[src/rtl/div32_pkg.sv]
// Shared definitions for the 32-bit restoring divider.
// Holds the operand width, the number of restoring iterations,
// the last value of the iteration counter, the quotient returned
// on divide-by-zero, and the controller state type.
package div32_pkg;

  localparam int DIV_WIDTH = 32;
  localparam int ITERATIONS = 32;

  // The 5-bit iteration counter runs 0..31, one value per restoring step.
  localparam logic [4:0] LAST_COUNT = 5'(ITERATIONS - 1);

  // Divide-by-zero returns an all-ones quotient regardless of signedness.
  localparam logic [DIV_WIDTH-1:0] DBZ_QUO = '1;

  typedef enum logic [1:0] {
    IDLE,
    PRE,
    ITER,
    POST
  } state_t;

endpackage

[src/rtl/cond_neg32.sv]
// Conditional two's-complement negate.
// Ports:
//   din  - 32-bit value
//   neg  - 1 = negate din, 0 = pass din unchanged
//   dout - din when neg=0, -din when neg=1
module cond_neg32 (
  input  logic [31:0] din,
  input  logic        neg,
  output logic [31:0] dout
);

  // XOR with the control bit broadcast gives the one's complement only
  // when neg=1; adding neg then completes the two's-complement negate.
  assign dout = (din ^ {32{neg}}) + {31'd0, neg};

endmodule

[src/rtl/div32_ctrl.sv]
// Multi-cycle signed/unsigned 32-bit divider controller.
// One restoring step per clock; operands are converted to magnitudes
// first and the signs are patched back onto the result afterwards.
// Ports:
//   clk, rst_n   - clock and asynchronous active-low reset
//   start        - request a division (only honoured when idle)
//   sgn          - 1 = signed two's-complement operands, 0 = unsigned
//   a, b         - dividend and divisor, captured together with start
//   busy         - high while an operation is in flight
//   done         - one-cycle pulse when quo/rem/div_by_zero update
//   quo, rem     - quotient and remainder of the last completed operation
//   div_by_zero  - the last completed operation had a zero divisor
module div32_ctrl
  import div32_pkg::*;
#(
  parameter int WIDTH = DIV_WIDTH
) (
  input  logic             clk,
  input  logic             rst_n,
  input  logic             start,
  input  logic             sgn,
  input  logic [WIDTH-1:0] a,
  input  logic [WIDTH-1:0] b,
  output logic             busy,
  output logic             done,
  output logic [WIDTH-1:0] quo,
  output logic [WIDTH-1:0] rem,
  output logic             div_by_zero
);

  state_t           state;
  logic [4:0]       count;
  logic [WIDTH-1:0] areg;
  logic [WIDTH-1:0] breg;
  logic             sgnreg;
  logic [WIDTH-1:0] divisor;
  logic [WIDTH-1:0] remw;
  logic [WIDTH-1:0] quow;

  logic [WIDTH-1:0] nega_in;
  logic             nega_ctl;
  logic [WIDTH-1:0] nega_out;
  logic [WIDTH-1:0] negb_in;
  logic             negb_ctl;
  logic [WIDTH-1:0] negb_out;

  logic [WIDTH-1:0] shifted_rem;
  logic [WIDTH-1:0] diff;
  logic             carry;
  logic             take;

  // The two negators are shared between PRE and POST. In PRE they turn
  // the captured operands into magnitudes; in POST they restore the sign
  // of the quotient (negative when the operand signs differ) and of the
  // remainder (which follows the dividend).
  always_comb begin
    nega_in  = areg;
    nega_ctl = sgnreg & areg[WIDTH-1];
    negb_in  = breg;
    negb_ctl = sgnreg & breg[WIDTH-1];
    if (state == POST) begin
      nega_in  = quow;
      nega_ctl = sgnreg & (areg[WIDTH-1] ^ breg[WIDTH-1]);
      negb_in  = remw;
      negb_ctl = sgnreg & areg[WIDTH-1];
    end
  end

  cond_neg32 u_nega (
    .din  (nega_in),
    .neg  (nega_ctl),
    .dout (nega_out)
  );

  cond_neg32 u_negb (
    .din  (negb_in),
    .neg  (negb_ctl),
    .dout (negb_out)
  );

  // One restoring step. The shifted partial remainder is really 33 bits
  // wide: its top bit is remw's MSB. When that bit is set the partial
  // remainder is at least 2^32 and the subtraction always succeeds, and
  // the low 32 bits of the difference are still exact. Otherwise the
  // carry out of (x + ~divisor + 1) means no borrow, i.e. x >= divisor.
  always_comb begin
    shifted_rem    = {remw[WIDTH-2:0], quow[WIDTH-1]};
    {carry, diff}  = {1'b0, shifted_rem} + {1'b0, ~divisor} + {{WIDTH{1'b0}}, 1'b1};
    take           = remw[WIDTH-1] | carry;
  end

  // Controller and datapath registers. done defaults low every cycle so
  // the POST transition yields a single-cycle pulse. Result outputs are
  // written only in POST so they hold between completions.
  always_ff @(posedge clk or negedge rst_n) begin
    if (!rst_n) begin
      state       <= IDLE;
      count       <= '0;
      areg        <= '0;
      breg        <= '0;
      sgnreg      <= 1'b0;
      divisor     <= '0;
      remw        <= '0;
      quow        <= '0;
      busy        <= 1'b0;
      done        <= 1'b0;
      quo         <= '0;
      rem         <= '0;
      div_by_zero <= 1'b0;
    end else begin
      done <= 1'b0;
      case (state)
        IDLE: begin
          if (start) begin
            areg   <= a;
            breg   <= b;
            sgnreg <= sgn;
            busy   <= 1'b1;
            state  <= PRE;
          end
        end
        PRE: begin
          quow    <= nega_out;
          divisor <= negb_out;
          remw    <= '0;
          count   <= '0;
          state   <= (breg == '0) ? POST : ITER;
        end
        ITER: begin
          remw <= take ? diff : shifted_rem;
          quow <= {quow[WIDTH-2:0], take};
          if (count == LAST_COUNT) begin
            state <= POST;
          end else begin
            count <= count + 5'd1;
          end
        end
        POST: begin
          done  <= 1'b1;
          busy  <= 1'b0;
          state <= IDLE;
          if (breg == '0) begin
            quo         <= DBZ_QUO;
            rem         <= areg;
            div_by_zero <= 1'b1;
          end else begin
            quo         <= nega_out;
            rem         <= negb_out;
            div_by_zero <= 1'b0;
          end
        end
        default: state <= IDLE;
      endcase
    end
  end

endmodule
[config.mk]
export PLATFORM = sky130hd
export DESIGN_NAME = div32_ctrl
export DESIGN_NICKNAME = d
export VERILOG_FILES = /design/src/rtl/div32_pkg.sv /design/src/rtl/cond_neg32.sv /design/src/rtl/div32_ctrl.sv
export SDC_FILE = /design/constraint.sdc
export NUM_CORES = 1
export LEC_CHECK = 0
export BUFFER_PORTS_ARGS = -buffer_cell sky130_fd_sc_hd__clkbuf_2
export CORE_MARGIN = 2
export CORE_UTILIZATION = 45
export DETAILED_ROUTE_END_ITERATION = 8
export HOLD_SLACK_MARGIN = 0.1
export PLACE_DENSITY = 0.66
export RECOVER_POWER = 25
export SETUP_SLACK_MARGIN = 0.05
export SLEW_MARGIN = 40
export SYNTH_ARGS = -nofsm -noshare
export SYNTH_HDL_FRONTEND = slang
export SYNTH_SLANG_ARGS = --single-unit
[constraint.sdc]
create_clock -name clk -period 11.3 [get_ports clk]
set_input_delay 0.565 -clock clk [delete_from_list [all_inputs] [get_ports clk]]
set_output_delay 0.565 -clock clk [all_outputs]
set_load 0.005 [all_outputs]
* After elaboration in Yosys (flattened, before gate mapping)
Index checks and enable logic that the tools add are counted.
Storage, ports and cells: logic and storage cells 60, flip-flop bits (word level) 235, bits of input ports 68, output and inout port bits 67
Cells by class: add/subtract/negate cells 5, bitwise operators 8, reduce and logical (&&, ||, !) cells 8, eq/ne operators 7, multiplexer cells 19
Operators with widths (count):
- 32-bit 2-to-1 mux | 5
- 32-bit case mux with 2 select lines | 2
- 32-bit by 1-bit adder with 32-bit output | 2
- 32-bit bitwise XOR | 2
- 32-bit by 32-bit adder with 33-bit output | 1
- 33-bit by 1-bit adder with 33-bit output (second input constant) | 1
- 32-bit zero test | 1
- 32-bit NOT | 1
- 5-bit case mux with 2 select lines | 1
- 2-bit case mux with 4 select lines | 1
- 2-bit AND reduction | 4
- 1-bit 2-to-1 mux | 6
- 2-bit != test (second input constant) | 3
- 5-bit by 1-bit adder with 5-bit output (second input constant) | 1
- 5-bit == test (second input constant) | 1
- 5-bit 2-to-1 mux | 1
- 2-bit == test (second input constant) | 2
- 2-bit 2-to-1 mux | 2
- 2-bit nonzero test | 2
- 1-bit bitwise AND | 3
- 2-bit by 1-bit == test with 1-bit output (second input constant) | 1
- 2-bit zero test | 1
- 1-bit case mux with 2 select lines | 1
- 1-bit bitwise OR | 1
- 1-bit bitwise XOR | 1

* Longest topological paths before layout
depth after elaboration 6, mapped depth 19, mapped depth without buffers 13

* By module
Synthesis repeated with hierarchy kept, for this count alone.
Second synthesis, totals: cell total of the unflattened synthesis 1607, area, all modules 15305.9 um^2
By module, submodules not included:
- div32_ctrl | area each 12398.1 um^2, times used 1, cells an instance 1201
- cond_neg32 | area each 1453.9 um^2, times used 2, cells an instance 203

* Least setup slack after synthesis
Ideal clock, no wire load.
path kind register -> register, start point register state[0], end point register quow[30], stages on the path, launching flop included 19, slack 7.323 ns, clock period less this slack 3.977 ns, library setup time 0.132 ns, buffers on the path 8, arrival time 3.845 ns, path through dfrtp_1 > ha_1 > buf_6 > buf_6 > buf_6 > buf_6 > buf_4 > buf_2 > buf_2 > buf_1 > mux2i_1 > xnor2_1 > ha_1 > o211a_1 > nand2_1 > nor4_1 > a31oi_1 > o311ai_1 > o21ai_1
On the way: longest elaborated chain between the ends 5
Ends and longest elaborated chain:
- start: declaration | line div32_ctrl.sv:31 | state_t state;
- start signal: assignment | line div32_ctrl.sv:127 | state <= (breg == '0) ? POST : ITER;
- 2-bit == test | line div32_ctrl.sv:61 | if (state == POST) begin
- 32-bit 2-to-1 mux or 1-bit 2-to-1 mux (tied branches) | line div32_ctrl.sv:61
- 32-bit bitwise XOR | line cond_neg32.sv:14 | assign dout = (din ^ {32{neg}}) + {31'd0, neg};
- 32-bit by 1-bit adder with 32-bit output | line cond_neg32.sv:14
- 32-bit case mux with 2 select lines | line div32_ctrl.sv:112 | case (state)
- end signal: assignment | line div32_ctrl.sv:123 | quow <= nega_out;
- end signal: assignment | line div32_ctrl.sv:131 | quow <= {quow[WIDTH-2:0], take};
- end: declaration | line div32_ctrl.sv:38 | logic [WIDTH-1:0] quow;
Several ways; a longest one is shown, not always the timed one. A chain may end at the register's enable or synchronous reset.

==> flow_summary.ini <==
[status]
status = finished with violations
violations = max-capacitance violations, max-slew violations

[setup_path]
cp_max_fo = 67
critPathMostFrequentCell = clkbuf_1
setup.worst_path.start = rst_n
rr_endpoint = rem[22]$_DFFE_PN0P_
reg2reg_depth = 13
regToRegStartpoint = state[0]$_DFFE_PN0P_
endpoint = rem[23]$_DFFE_PN0P_
crit_type = in2async
cp.depth = 4
crit_buf_inv = 4
cp_slowest_stage_delay_ns = 2.88
arrival_ns = 6.87
critPathTopFamily = buffers and inverters
end_kind = asynchronous set/reset pin
slowest_stage = clkbuf_1
r2r_slack_ns = 5.78
cp_cell_sequence = dlygate4sd3_1, clkbuf_1, clkbuf_1, buf_4
worstSetupStartpointType = primary input
crit_required_ns = 11.92

[pwr]
p_sw_share_pct = 48.2
seqPwrFrac_pct = 27.0
cell_internal_pwr_mw = 3.14
vdd_drop_max_mv = 0.207
power_frac_clock_pct = 15.8
p_total_mw = 6.06
p_per_area_mw_per_mm2 = 351
power.leakage_nw = 7.68
switchingPower_mw = 2.92
power_frac_comb_pct = 57.2

[finish]
fin_cells = 2188
multiInputGateArea_sq_mm = 0.00882
drive_gt1_share_pct = 18.0
fillCellCount = 3181
nets = 1828
antennaDiodeCount = 0
area_growth_syn_to_layout_pct = 11.6
layout_common_cells = dfrtp_1 (235), nor2_1 (154), clkbuf_2 (127)
fin_util_pct = 51.2
seq_area_sq_mm = 0.00588
layout_commonest_cell = dfrtp_1

[floorplanning]
die_x_microns = 189
rows = 67
core-area_sq_mm = 0.0337
die_y_microns = 189
io_pins = 135
dieArea_sq_mm = 0.0359
initial_utilization_pct = 45.9

[yosys]
synth_area_leaders = dfrtp_1 (38%), mux2_2 (5.9%), xnor2_1 (4.9%)
synth_ff_type = dfrtp_1
synth_edf_count = 0
synth_area_per_cell_sq_um = 9.41
syn_nets = 1753
yosys_warnings = 0
synthArstFlopShare_pct = 100
synth_seq_area_share_pct = 38.0
yosys_register_bits = 235
synth_top_area_cell = dfrtp_1
syn-cell-area_sq_mm = 0.0155
synth_cell_types = 88
synth_top_area_share_pct = 38.0
synth_cells = 1644

[clock_network]
cts_buffers = 27
clkTransAtPathRegs_ns = 0.06
cts_buffer_depth = 3
ctsResizeCount = 0
cts_tree = done
cts.sink_count = 235
hold_buffers = 1
htreeDepth = 1
post-cts-setup-buffers = 0
cts-root-buf = clkbuf_16
insertion_delay_ns = 0.57

[routing]
ant_nets = 0
wl_per_cell_microns = 21.4
via_per_inst = 5.98
dr.pass1.iters = 6
wl_mm = 46.8
drtIter0Drc = 1313
num_vias = 13100
drcViolationCount = 0

[placement]
dp_hpwl_mm = 33.3
gp_congestion = 0.945
portBuffers = 134
placedCellCount = 2137

[grt]
grt_first_pass_wirelength_mm = 73.2
antenna_found_initial = 0
gr-total-overflow = 0
track_usage_pct = 25.9
grt_pass1_vias = 12600
grt_max_degree = 74

[sta]
worstMarginPinSlew_ns = 3.98
relSlewSlack_pct = -165
drv_slew = 116
finalHoldViolCount = 0
rsz0062_at_grt = false
finalCriticalPeriod_ns = 6.25
setup_tns_ns = 0
fmax_mhz = 160
finalSetupViolCount = 0
finClkSkew_ns = 0.0317
finalCritPeriodShare_pct = 55.3

[min_path]
hp-class = in2reg

[job]
cap_violations = 3
==> worst register-to-register path: stages, from the launching register on <==
cell,delay (ns)
dfrtp_1,0.45
ha_1,1.21
buf_4,0.78
mux2_2,0.52
nand2_1,0.41
xor2_1,0.20
ha_1,0.20
o21ai_1,0.10
or2_1,0.30
nor4b_4,0.50
nand3_1,0.18
xnor2_1,0.26
a211oi_1,0.12
a21o_1,0.19
==> registers in the layout (all words and copies together) (netlist names) <==
signal / flops
areg: 32
breg: 32
divisor: 32
quo: 32
quow: 32
rem: 32
remw: 32
count: 5
state: 2
busy: 1
div_by_zero: 1
done: 1
sgnreg: 1
==> cells by family (layout without fill, tap and decap cells) <==
group                    Yosys count  count (layout)  synth area share [%]
AO/OA/AOI/OAI                    402             402                  17.3
XOR/XNOR                         156             156                  8.98
adder cells (fa/ha/maj)           41              41                  3.36
buffers and inverters            167             263                  5.20
flip-flops                       235             235                  38.0
multiplexers                     154             154                  10.8
AND/OR/NAND/NOR                  489             489                  16.4
==> power by group through the flow <==
stage	logic [mW]	clock network [mW]	registers (mW)
6_report	3.46	0.956	1.64
2_1_floorplan	2.55	0	1.47
3_5_place_dp	3.40	0	1.63
4_1_cts	3.43	0.967	1.62
3_3_place_gp	3.34	0	1.62
5_1_grt	3.78	1.00	1.67
==> how the worst min path moves through the flow <==
stage               cells after the start                   end                start  slack [ns]
finish                                  2  breg[12]$_DFFE_PN0P_                b[12]        0.23
global placement                        1   quo[17]$_DFFE_PN0P_  quo[17]$_DFFE_PN0P_        0.49
CTS                                     2   breg[1]$_DFFE_PN0P_                 b[1]        0.21
floorplan                               0   areg[0]$_DFFE_PN0P_                rst_n        0.27
global route                            2  areg[28]$_DFFE_PN0P_                a[28]        0.22
detailed placement                      1    rem[5]$_DFFE_PN0P_   rem[5]$_DFFE_PN0P_        0.49
==> through the flow <==
step | hold WS [ns] | instance area [sq um] | setup slack [ns]
floorplan | 0.269 | 15500 | 7.32
CTS | 0.215 | 17300 | 6.66
global route | 0.223 | 17300 | 3.87
finish | 0.229 | 17300 | 5.05
global placement | 0.486 | 16300 | 6.80
detailed placement | 0.485 | 16300 | 6.68
==> cell type report <==
cell class,count,share of cell area [%]
Multi-Input combinational cell,1242,51.1
Timing Repair Buffer,152,4.65
Clock buffer,38,4.62
Clock inverter,12,1.01
Inverter,61,1.34
Tap cell,448,3.25
Sequential cell,235,34.1
==> cells in the mapped netlist, drive strengths merged, types with 25 or more instances <==
library cell  number
a21o              26
a21oi            105
a31oi             30
buf               55
clkbuf            51
dfrtp            235
ha                40
inv               61
mux2              82
mux2i             71
nand2            119
nand3             42
nor2             155
nor3              25
o21ai             83
xnor2             88
xor2              67
==> metal layers <==
| layer | wire length [microns] | up-vias | GRT usage, % |
|---|---|---|---|
| met5 | 0 | - | 0 |
| met4 | 1530 | 0 | 7.81 |
| met3 | 3550 | 89 | 4.82 |
| met2 | 20200 | 515 | 39.4 |
| met1 | 21500 | 6435 | 37.6 |
| li1 | - | 6039 | - |
(Power assumes the default switching activity.)
